--- src/rtl/mem_arb_pkg.sv ---
`default_nettype none
// ============================================================================
//  Module      : mem_arb_pkg
//  Description : Shared encodings for the I/D memory arbiter (FSM states,
//                owner IDs, write-mask constants, small helpers).
//  Revision    : 1.0 - initial release
// ============================================================================
package mem_arb_pkg;

  // FSM state encodings
  localparam logic ST_IDLE = 1'b0;
  localparam logic ST_RESP = 1'b1;

  // Requester identifiers; also used as bit positions in request/grant vectors
  localparam logic OWN_I = 1'b0;
  localparam logic OWN_D = 1'b1;

  // Byte-lane write mask meaning "read access"
  localparam logic [3:0] WMASK_NONE = 4'b0000;

  typedef enum logic {
    IDLE = ST_IDLE,
    RESP = ST_RESP
  } state_t;

  // One-hot grant vector for a given owner ID
  function automatic logic [1:0] owner_onehot(input logic owner);
    return (owner == OWN_D) ? 2'b10 : 2'b01;
  endfunction

endpackage
`default_nettype wire

--- src/rtl/mem_arbiter_rr_arb2.sv ---
`default_nettype none
// ============================================================================
//  Module      : rr_arb2
//  Description : Combinational two-way round-robin picker. On a tie the
//                requester that did not own the previous access wins.
//  Revision    : 1.0 - initial release
// ============================================================================
import mem_arb_pkg::*;

module rr_arb2 (
  input  logic [1:0] req,
  input  logic       last_owner,
  output logic [1:0] grant,
  output logic       valid
);

  // Pick one requester; ties go to whichever port was not served last
  always_comb begin
    grant = 2'b00;
    case (req)
      2'b01:   grant = 2'b01;
      2'b10:   grant = 2'b10;
      2'b11:   grant = (last_owner == OWN_D) ? owner_onehot(OWN_I) : owner_onehot(OWN_D);
      default: grant = 2'b00;
    endcase
    valid = |req;
  end

endmodule
`default_nettype wire

--- src/rtl/mem_arbiter.sv ---
`default_nettype none
// ============================================================================
//  Module      : mem_arbiter
//  Description : Shares one single-port synchronous RAM between the CPU
//                instruction-fetch (I) and load/store (D) ports using a
//                req/gnt/rvalid handshake. One access per two cycles,
//                gnt-to-rvalid latency of one cycle, round-robin on ties.
//  Options     : MEM_ARB_BOUNDS_EN - flag addresses beyond the RAM with a
//                sticky err output instead of wrapping modulo RAM size.
//  Revision    : 1.0 - initial release
// ============================================================================
import mem_arb_pkg::*;

module mem_arbiter #(
  parameter int ADDR_W = 12,
  parameter int DATA_W = 32
) (
  input  logic              clk,
  input  logic              reset,
  // instruction-fetch port
  input  logic              i_req,
  input  logic [31:0]       i_addr,
  output logic              i_gnt,
  output logic              i_rvalid,
  output logic [DATA_W-1:0] i_rdata,
  // load/store port
  input  logic              d_req,
  input  logic              d_we,
  input  logic [3:0]        d_wmask,
  input  logic [31:0]       d_addr,
  input  logic [DATA_W-1:0] d_wdata,
  output logic              d_gnt,
  output logic              d_rvalid,
  output logic [DATA_W-1:0] d_rdata,
  // RAM port
  output logic              mem_en,
  output logic [ADDR_W-1:0] mem_addr,
  output logic [3:0]        mem_wmask,
  output logic [DATA_W-1:0] mem_wdata,
  input  logic [DATA_W-1:0] mem_rdata
`ifdef MEM_ARB_BOUNDS_EN
  ,
  output logic              err
`endif
);

  state_t      state;
  state_t      state_nxt;
  logic        owner;          // port being served in RESP
  logic        last_owner;     // port served by the most recent grant
  logic        resp_store;     // RESP belongs to a store: rdata forced to 0
  logic        resp_oor;       // RESP belongs to an out-of-range access

  logic [1:0]  arb_grant;
  logic        arb_valid;
  logic        sel_d;
  logic [31:0] sel_addr;
  logic        sel_store;
  logic        sel_oor;
  logic        unused_addr_bits;

  rr_arb2 u_rr_arb2 (
    .req        ({d_req, i_req}),
    .last_owner (last_owner),
    .grant      (arb_grant),
    .valid      (arb_valid)
  );

  assign sel_d     = arb_grant[OWN_D];
  assign sel_addr  = sel_d ? d_addr : i_addr;
  assign sel_store = sel_d & d_we;

`ifdef MEM_ARB_BOUNDS_EN
  assign sel_oor          = |sel_addr[31:ADDR_W+2];
  assign unused_addr_bits = ^sel_addr[1:0];
`else
  // Upper address bits are dropped so accesses wrap modulo the RAM size
  assign sel_oor          = 1'b0;
  assign unused_addr_bits = ^{sel_addr[31:ADDR_W+2], sel_addr[1:0]};
`endif

  // Next-state and output decode; reset masks grants and suppresses a pending rvalid
  always_comb begin
    state_nxt = state;
    i_gnt     = 1'b0;
    d_gnt     = 1'b0;
    i_rvalid  = 1'b0;
    d_rvalid  = 1'b0;
    i_rdata   = '0;
    d_rdata   = '0;
    mem_en    = 1'b0;
    mem_addr  = '0;
    mem_wmask = WMASK_NONE;
    mem_wdata = '0;
    case (state)
      IDLE: begin
        if (!reset && arb_valid) begin
          i_gnt     = arb_grant[OWN_I];
          d_gnt     = arb_grant[OWN_D];
          mem_en    = !sel_oor;
          mem_addr  = sel_addr[ADDR_W+1:2];
          if (sel_store && !sel_oor) begin
            mem_wmask = d_wmask;
            mem_wdata = d_wdata;
          end
          state_nxt = RESP;
        end
      end
      RESP: begin
        if (!reset) begin
          if (owner == OWN_D) begin
            d_rvalid = 1'b1;
            d_rdata  = (resp_store || resp_oor) ? '0 : mem_rdata;
          end else begin
            i_rvalid = 1'b1;
            i_rdata  = resp_oor ? '0 : mem_rdata;
          end
        end
        state_nxt = IDLE;
      end
      default: state_nxt = IDLE;
    endcase
  end

  // State register and per-access bookkeeping captured at grant time
  always_ff @(posedge clk) begin
    if (reset) begin
      state      <= IDLE;
      owner      <= OWN_I;
      last_owner <= OWN_D;
      resp_store <= 1'b0;
      resp_oor   <= 1'b0;
    end else begin
      state <= state_nxt;
      if (state == IDLE && arb_valid) begin
        owner      <= sel_d;
        last_owner <= sel_d;
        resp_store <= sel_store;
        resp_oor   <= sel_oor;
      end
    end
  end

`ifdef MEM_ARB_BOUNDS_EN
  // Sticky out-of-range flag, cleared only by reset
  always_ff @(posedge clk) begin
    if (reset) begin
      err <= 1'b0;
    end else if (state == IDLE && arb_valid && sel_oor) begin
      err <= 1'b1;
    end
  end
`endif

endmodule
`default_nettype wire
--- config.mk ---
export PLATFORM = sky130hd
export DESIGN_NAME = mem_arbiter
export DESIGN_NICKNAME = d
export VERILOG_FILES = /design/src/rtl/mem_arb_pkg.sv /design/src/rtl/mem_arbiter_rr_arb2.sv /design/src/rtl/mem_arbiter.sv
export SDC_FILE = /design/constraint.sdc
export NUM_CORES = 1
export LEC_CHECK = 0
export ABC_AREA = 1
export CORE_AREA = 3 3 98 100
export CTS_CLUSTER_SIZE = 12
export DETAILED_ROUTE_END_ITERATION = 8
export DIE_AREA = 0 0 101 103
export PLACE_DENSITY = 0.67
export SLEW_MARGIN = 30
export SYNTH_ARGS = -nofsm -noshare
export SYNTH_HDL_FRONTEND = slang
export SYNTH_SLANG_ARGS = --single-unit
--- constraint.sdc ---
create_clock -name clk -period 1.4 [get_ports clk]
set_clock_uncertainty 0.1 [all_clocks]
set_input_delay 0.14 -clock clk [delete_from_list [all_inputs] [get_ports clk]]
set_output_delay 0.14 -clock clk [all_outputs]
set_load 0.1 [all_outputs]
Word level (Yosys, flattened, before mapping)
Index checks and enable logic that the tools add are counted.
- latch bits: 0
- memory bits (read-only): 0
- bits in writable memories: 0
- output and inout port bits: 117
- bits in registers: 4
- memories kept: 0
- input bits: 137
- div/mod/pow operators: 0
- add/sub/neg operators: 0
- bitwise logic cells: 2
- multiply operators: 0
- mux-type cells: 31
- order comparisons: 0
- reduce and logical (&&, ||, !) cells: 4
- shift operators: 0
- equality and inequality tests: 3
- operators by type and width (operator ; count):
    2-to-1 mux 32 bit ; 10
    2-to-1 mux 12 bit ; 2
    2-to-1 mux 14 bit ; 1
    2-to-1 mux 1 bit ; 12
    2-to-1 mux 4 bit ; 3
    case mux 2 bit (3 select lines) ; 1
    equality test 2 bit, second input constant ; 2
    equality test 2 x 1 -> 1 bit, second input constant ; 1
    logical AND 1 bit ; 2
    2-to-1 mux 2 bit ; 1
    case mux 1 bit (2 select lines) ; 1
    OR reduction 2 bit ; 1
    AND 1 bit ; 1
    zero test 1 bit ; 1
    inverter 1 bit ; 1

Logic depth before layout (Yosys ltp)
Gate-level depths: netlist of run 1.
- depth in word-level cells: 6
- depth in mapped cells: 6
- gate-level depth less buffers: 5

Cells and area by module
A second synthesis of run 1 with hierarchy kept.
- cell total of the unflattened synthesis: 264
- area, all modules: 1216.2 µm²
- by module, submodules not included (module ; cells each ; area each (µm²) ; times used ; sequential area each (µm²)):
    mem_arbiter ; 258 ; 1188.6 ; 1 ; 80.1
    rr_arb2 ; 6 ; 27.5 ; 1 ; 0.0

Worst setup path after synthesis of run 1
No wires, ideal clock.
- kind: reg-to-output
- from: reg state
- to: out d_rdata[11]
- buffers on the path: 1
- data arrival time: 2.934 ns
- path slack: -1.774 ns
- stages on the path, launching flop included: 6
- path through: dfxtp_1 inv_2 nor2_2 nand2_2 buf_6 nor2_1
- longest elaborated chain between the ends: 1
- ends and longest elaborated chain (element ; RTL line ; RTL):
    from (decl) ; mem_arbiter.sv:47 ; state_t state;
    from (signal assigned) ; mem_arbiter.sv:134 ; state <= state_nxt;
    2-to-1 mux 32 bit ; mem_arbiter.sv:95 ; case (state)
    to (decl) ; mem_arbiter.sv:34 ; output logic [DATA_W-1:0] d_rdata,
Every way passes these cells.

Worst setup path after layout of run 1
- from: reg state
- to: out mem_wdata[27]
- longest elaborated chain between the ends: 1
- ends and longest elaborated chain (element ; RTL line ; RTL):
    2-to-1 mux 32 bit ; mem_arbiter.sv:95 ;
    to (decl) ; mem_arbiter.sv:39 ; output logic [DATA_W-1:0] mem_wdata,
Every way passes these cells.

==> results of run 1 <==
[where the power goes]
group | internal, mW | switching (mW) | leakage (nW)
Combinational | 0.854 | 1.27 | 2.28
Sequential | 0.126 | 0.00879 | 0.0336
Clock | 0.183 | 0.0518 | 0.0216
[kinds of logic (layout without fill, tap and decap cells)]
group,count (synthesis),count (layout),share of synthesized area (%)
flip-flops,4,4,6.48
buffers and inverters,59,296,23.2
AND/OR/NAND/NOR,195,195,69.2
AO/OA/AOI/OAI,2,2,1.11
[metal layers]
metal	vias to the layer above	GRT usage [%]	part of all wire (%)
li1	1276	-	-
met1	1216	16.6	31
met2	135	34.5	58
met3	6	6.16	11
met4	0	2.97	0.86
met5	-	0	0
[cell type report]
cell class,instances,area share (%)
Inverter,39,2.81
Sequential cell,4,1.34
Timing Repair inverter,5,1.20
Tap cell,108,2.16
Clock buffer,3,0.659
Timing Repair Buffer,249,61.0
Multi-Input combinational cell,197,30.9
[synth_stat cells, drive strengths merged]
| cell type | number |
|---|---|
| o21ai | 1 |
| a21oi | 1 |
| clkbuf | 2 |
| nor2 | 110 |
| nand2 | 34 |
| nand3 | 39 |
| buf | 18 |
| inv | 39 |
| dfxtp | 4 |
| nand4 | 12 |
[registers in the layout, indices dropped and copies added, names as in the netlist]
name	count
last_owner	1
owner	1
resp_store	1
state	1
[worst min-delay path, delay by kind of cell]
kind,cells,cell delay (ns)
buf+inv,2,0.21
simple gates,4,0.25
[repair_timing]
item / in CTS / in global routing
endpoints found under the hold margin: 0 / 0
buffers inserted: 5 / 1
cloned: 8 / 4
setup endpoints to repair: 117 / 116
resized for setup: 53 / 14
hold buffers: 0 / 0
pin swaps: 32 / 23
[worst min path at each step]
| stage | startpoint | end | slack, ns | cells after the start |
|---|---|---|---|---|
| 2_1_floorplan | reset | state$_SDFF_PP0_ | 0.10 | 1 |
| 4_1_cts | reset | owner$_SDFFE_PP0P_ | 0.32 | 3 |
| 3_3_place_gp | last_owner$_SDFFE_PP1P_ | last_owner$_SDFFE_PP1P_ | 0.36 | 2 |
| 5_1_grt | owner$_SDFFE_PP0P_ | owner$_SDFFE_PP0P_ | 0.40 | 2 |
| 6_report | i_req | resp_store$_SDFFE_PP0P_ | 0.35 | 6 |
| 3_5_place_dp | last_owner$_SDFFE_PP1P_ | last_owner$_SDFFE_PP1P_ | 0.38 | 2 |
==> results.toml, run 1 <==
[yosys]
synthDistinctLibCells = 18
synth_largest_area_cell = "nor2_1"
yosysTopAreaCellShare_pct = 29.5
syn_nets = 397
syn_area_um2 = 1240
ys_seq_area_share_pct = 6.48
syn_avg_cell_area_um2 = 4.75
ys_ff_latch = 4
ys_top_cells_by_area = "nor2_1, nand3_1, inv_1"
ys_warn_count = 0
syn_inst = 260

[setup_path]
start_kind = "flip-flop"
critPathArrivalTime_ns = 1.42
r2r_start = "state$_SDFF_PP0_"
slowest_stage = "dfxtp_2"
crit_end = "mem_wdata[27]"
worstPathRequired_ns = 1.16
r2r-end = "last_owner$_SDFFE_PP1P_"
rrSetupSlack_ns = 0.30
ff2ff_path_depth = 6
crit_path_end_kind = "output port"
cp.depth = 7
worst_path_largest_cell_delay_ns = 0.32
startpoint = "state$_SDFF_PP0_"
cp_top_family = "buffers and inverters"
worst-setup-path-type = "flip-flop to output port"
crit_chain = "inv_4, o21ai_4, nor2_4, buf_12, inv_16, nor2_4, buf_12"
cp_max_fo = 5
worst-path-buf-inv = 4

[placement]
io_buffers = 213
pre_cts_ws_ns = -0.536
dp_hpwl_um = 7650
dpl_cell_area_um2 = 5790
gp_congestion = 0.736
numPlacedInstances = 586

[sta]
relSlewSlack_pct = 80.0
whs_ns = 0.351
setup_slack_ns = -0.256
fin_crit_sh_pct = 118
worstMarginPinSlew_ns = 0.300
hold_viol_final = 0
fmax_ghz = 0.604
finalSetupTns_ns = -22.08
rsz0062_at_grt = "yes"
drv_slew = 0
fin_crit_ns = 1.66
setup_viol = 116

[floorplan]
dieArea_um2 = 10400
die-width_um = 101
fp.coreArea_um2 = 8760
rows = 34
io_pins = 254
dieHeight_um = 103
start_util_pct = 14.1

[cts]
cts-root-buf = "clkbuf_8"
cts_max_path_buffers = 2
cts_tree = "done"
clock_sinks = 4
clk_pin_slew_ns = 0.03
ctsHtreeMaxLevel = 1
numCtsBuffers = 3
worstSkewPairLatency_ns = 0.21

[status]
outcome = "finished with violations"
violations = "negative setup slack"

[global_route]
grt_pass1_vias = 2731
antenna_found_initial = 0
overflow = 0
grt_pass1_wl_um = 14100
grtUsageTotal_pct = 17.0
grt_max_degree = 38

[route]
firstDrtPassIters = 4
final_antenna_net_count = 0
drt_wl_total_um = 9530
drcViolationCount = 0
drt_iter0_markers = 33
wl_per_cell_um = 15.7
vias_per_cell = 4.35
vias = 2633

[layout]
post-route-cell-area_um2 = 6270
final_common_cell = "buf_12"
multi_input_area_um2 = 1940
fin_util_pct = 71.5
final_nets = 636
fillers = 578
antenna_cells = 0
final_cells = 605
final_cell_mix = "buf_12, nor2_4, clkdlybuf4s50_1"
areaGrowthSynthToFinish_pct = 407
drive_above_1_share_pct = 64.4
seqCellArea_um2 = 83.8

[pwr]
power_mw = 2.49
p_per_area_nw_per_um2 = 397
p_leak_nw = 2.34
ir_worst_vdd_mv = 0.219

[run]
maxCapViolCount = 0

[worst_hold_path]
hp-class = "input pin to flip-flop"
Power figures use the tool's default switching activity.
==> run 2: changes to the inputs <==
--- a/config.mk
+++ b/config.mk
@@ -10,7 +10,9 @@
 export CTS_CLUSTER_SIZE = 12
 export DETAILED_ROUTE_END_ITERATION = 8
 export DIE_AREA = 0 0 101 103
+export GPL_ROUTABILITY_DRIVEN = 0
 export PLACE_DENSITY = 0.67
+export REMOVE_ABC_BUFFERS = 1
 export SLEW_MARGIN = 30
 export SYNTH_ARGS = -nofsm -noshare
 export SYNTH_HDL_FRONTEND = slang
==> run 2 against run 1 <==
The flow still finishes with violations (negative setup slack). Worst setup slack got worse by 0.032 ns. Utilization is the same. Register-to-register slack improved by 0.09 ns. Global-route usage increased by 1.5 points. Largest power group unchanged. Cell count decreased by 0.17%. Die area did not move. Largest cell class unchanged. Critical path type unchanged. Wire length increased by 14%.
==> results.toml, run 2 (synthesized netlist as in run 1, its figures left out) <==
[route]
drt_wl_total_um = 10800
drt_iter0_markers = 76
vias_per_cell = 4.54
vias = 2743
firstDrtPassIters = 4
drcViolationCount = 0
final_antenna_net_count = 0
wl_per_cell_um = 18.0

[setup_path]
rrSetupSlack_ns = 0.39
r2r_start = "state$_SDFF_PP0_"
crit_path_end_kind = "output port"
cp_max_fo = 14
r2r-end = "owner$_SDFFE_PP0P_"
start_kind = "flip-flop"
worstPathRequired_ns = 1.16
worst-setup-path-type = "flip-flop to output port"
ff2ff_path_depth = 5
critPathArrivalTime_ns = 1.45

[layout]
post-route-cell-area_um2 = 6270
areaGrowthSynthToFinish_pct = 407
drive_above_1_share_pct = 65.1
final_nets = 634
fin_util_pct = 71.5
fillers = 539
final_cells = 604
final_cell_mix = "buf_12, nor2_4, clkdlybuf4s50_1"
final_common_cell = "buf_12"

[sta]
drv_slew = 0
hold_viol_final = 0
rsz0062_at_grt = "yes"
setup_slack_ns = -0.288
setup_viol = 116
fin_crit_sh_pct = 121
worstMarginPinSlew_ns = 0.231
fmax_ghz = 0.592
fin_crit_ns = 1.69
relSlewSlack_pct = 84.6

[global_route]
grt_pass1_vias = 2878
grt_max_degree = 33
antenna_found_initial = 1
grtUsageTotal_pct = 18.6
grt_pass1_wl_um = 15300
overflow = 0

[pwr]
power_switching_mw = 1.34
internal_power_mw = 1.18
power_mw = 2.52
seqPwrFrac_pct = 5.4
ir_worst_vdd_mv = 0.239
clockPowerShare_pct = 9.5
p_per_area_nw_per_um2 = 401
pwr-share-comb_pct = 85.1
p_sw_share_pct = 53.1
p_leak_nw = 2.41

[cts]
numCtsBuffers = 3
clock_sinks = 4
cts_tree = "done"
cts_max_path_buffers = 2
worstSkewPairLatency_ns = 0.21
cts-root-buf = "clkbuf_8"
ctsHtreeMaxLevel = 1
clk_pin_slew_ns = 0.03

[floorplan]
dieHeight_um = 103
dieArea_um2 = 10400
rows = 34
io_pins = 254
die-width_um = 101
start_util_pct = 14.1
fp.coreArea_um2 = 8760

[placement]
pre_cts_ws_ns = -0.425
dp_hpwl_um = 7110
numPlacedInstances = 586
dpl_cell_area_um2 = 4810
io_buffers = 213

[status]
violations = "negative setup slack"
outcome = "finished with violations"

[worst_hold_path]
min_to = "resp_store$_SDFFE_PP0P_"
hold_start = "d_req"
hold-path-cell-count = 5
hp-class = "input pin to flip-flop"

[run]
maxCapViolCount = 0
## run 2: repair_timing
item | in CTS | in global routing
pin swaps | 14 | 13
endpoints found under the setup margin | 116 | 116
resized for setup | 196 | 113
gates cloned | 7 | 5
hold endpoints to repair | 0 | 0
buffers inserted | 2 | 2
hold buffers | 0 | 0
## run 2: power by group through the flow
stage | clock network, mW | logic [mW] | registers, mW
finish | 0.238 | 2.14 | 0.136
global route | 0.252 | 2.22 | 0.137
global placement | 0 | 1.70 | 0.131
detailed placement | 0 | 1.71 | 0.131
CTS | 0.248 | 2.01 | 0.132
floorplan | 0 | 0.850 | 0.130
## run 2: critical path, stage by stage (launching register included)
cell and delay [ns]:
dfxtp_2 0.32, nand2_4 0.09, nand2_4 0.07, inv_4 0.11
buf_12 0.15, nand3_1 0.13, nor2_4 0.17, buf_12 0.18
## run 2: area by class of cell
class	count	area [um2]	share of cell area, %
inverter	39	166	2.66
clock buffer	3	41.3	0.659
multi-input combinational	197	1910	30.5
sequential	4	88.8	1.42
antenna	1	2.50	0.0399
timing repair buffer	252	3920	62.5
tap	108	135	2.16
## run 2: routing by layer
layer	vias up	wire length [um]	global-route usage [%]
li1	1273	-	-
met2	172	6210	36.8
met4	0	233	5.62
met5	-	0	0
met1	1284	3330	18.5
met3	14	1070	5.48
## run 2: worst max path at each step
stage	startpoint	end	cells after the start
detailed placement	d_req	mem_wdata[27]	7
floorplan	state$_SDFF_PP0_	d_rdata[0]	4
CTS	state$_SDFF_PP0_	mem_wdata[27]	7
global route	last_owner$_SDFFE_PP1P_	mem_wdata[27]	7
global placement	d_req	mem_wdata[19]	7
finish	last_owner$_SDFFE_PP1P_	mem_wdata[25]	7
## run 2: per-stage QoR
stage / setup TNS (ns) / hold slack [ns]
finish: -21.93 / 0.301
global route: -28.11 / 0.397
CTS: -22.47 / 0.375
detailed placement: -36.18 / 0.364
global placement: -33.08 / 0.353
floorplan: -172.07 / 0.109
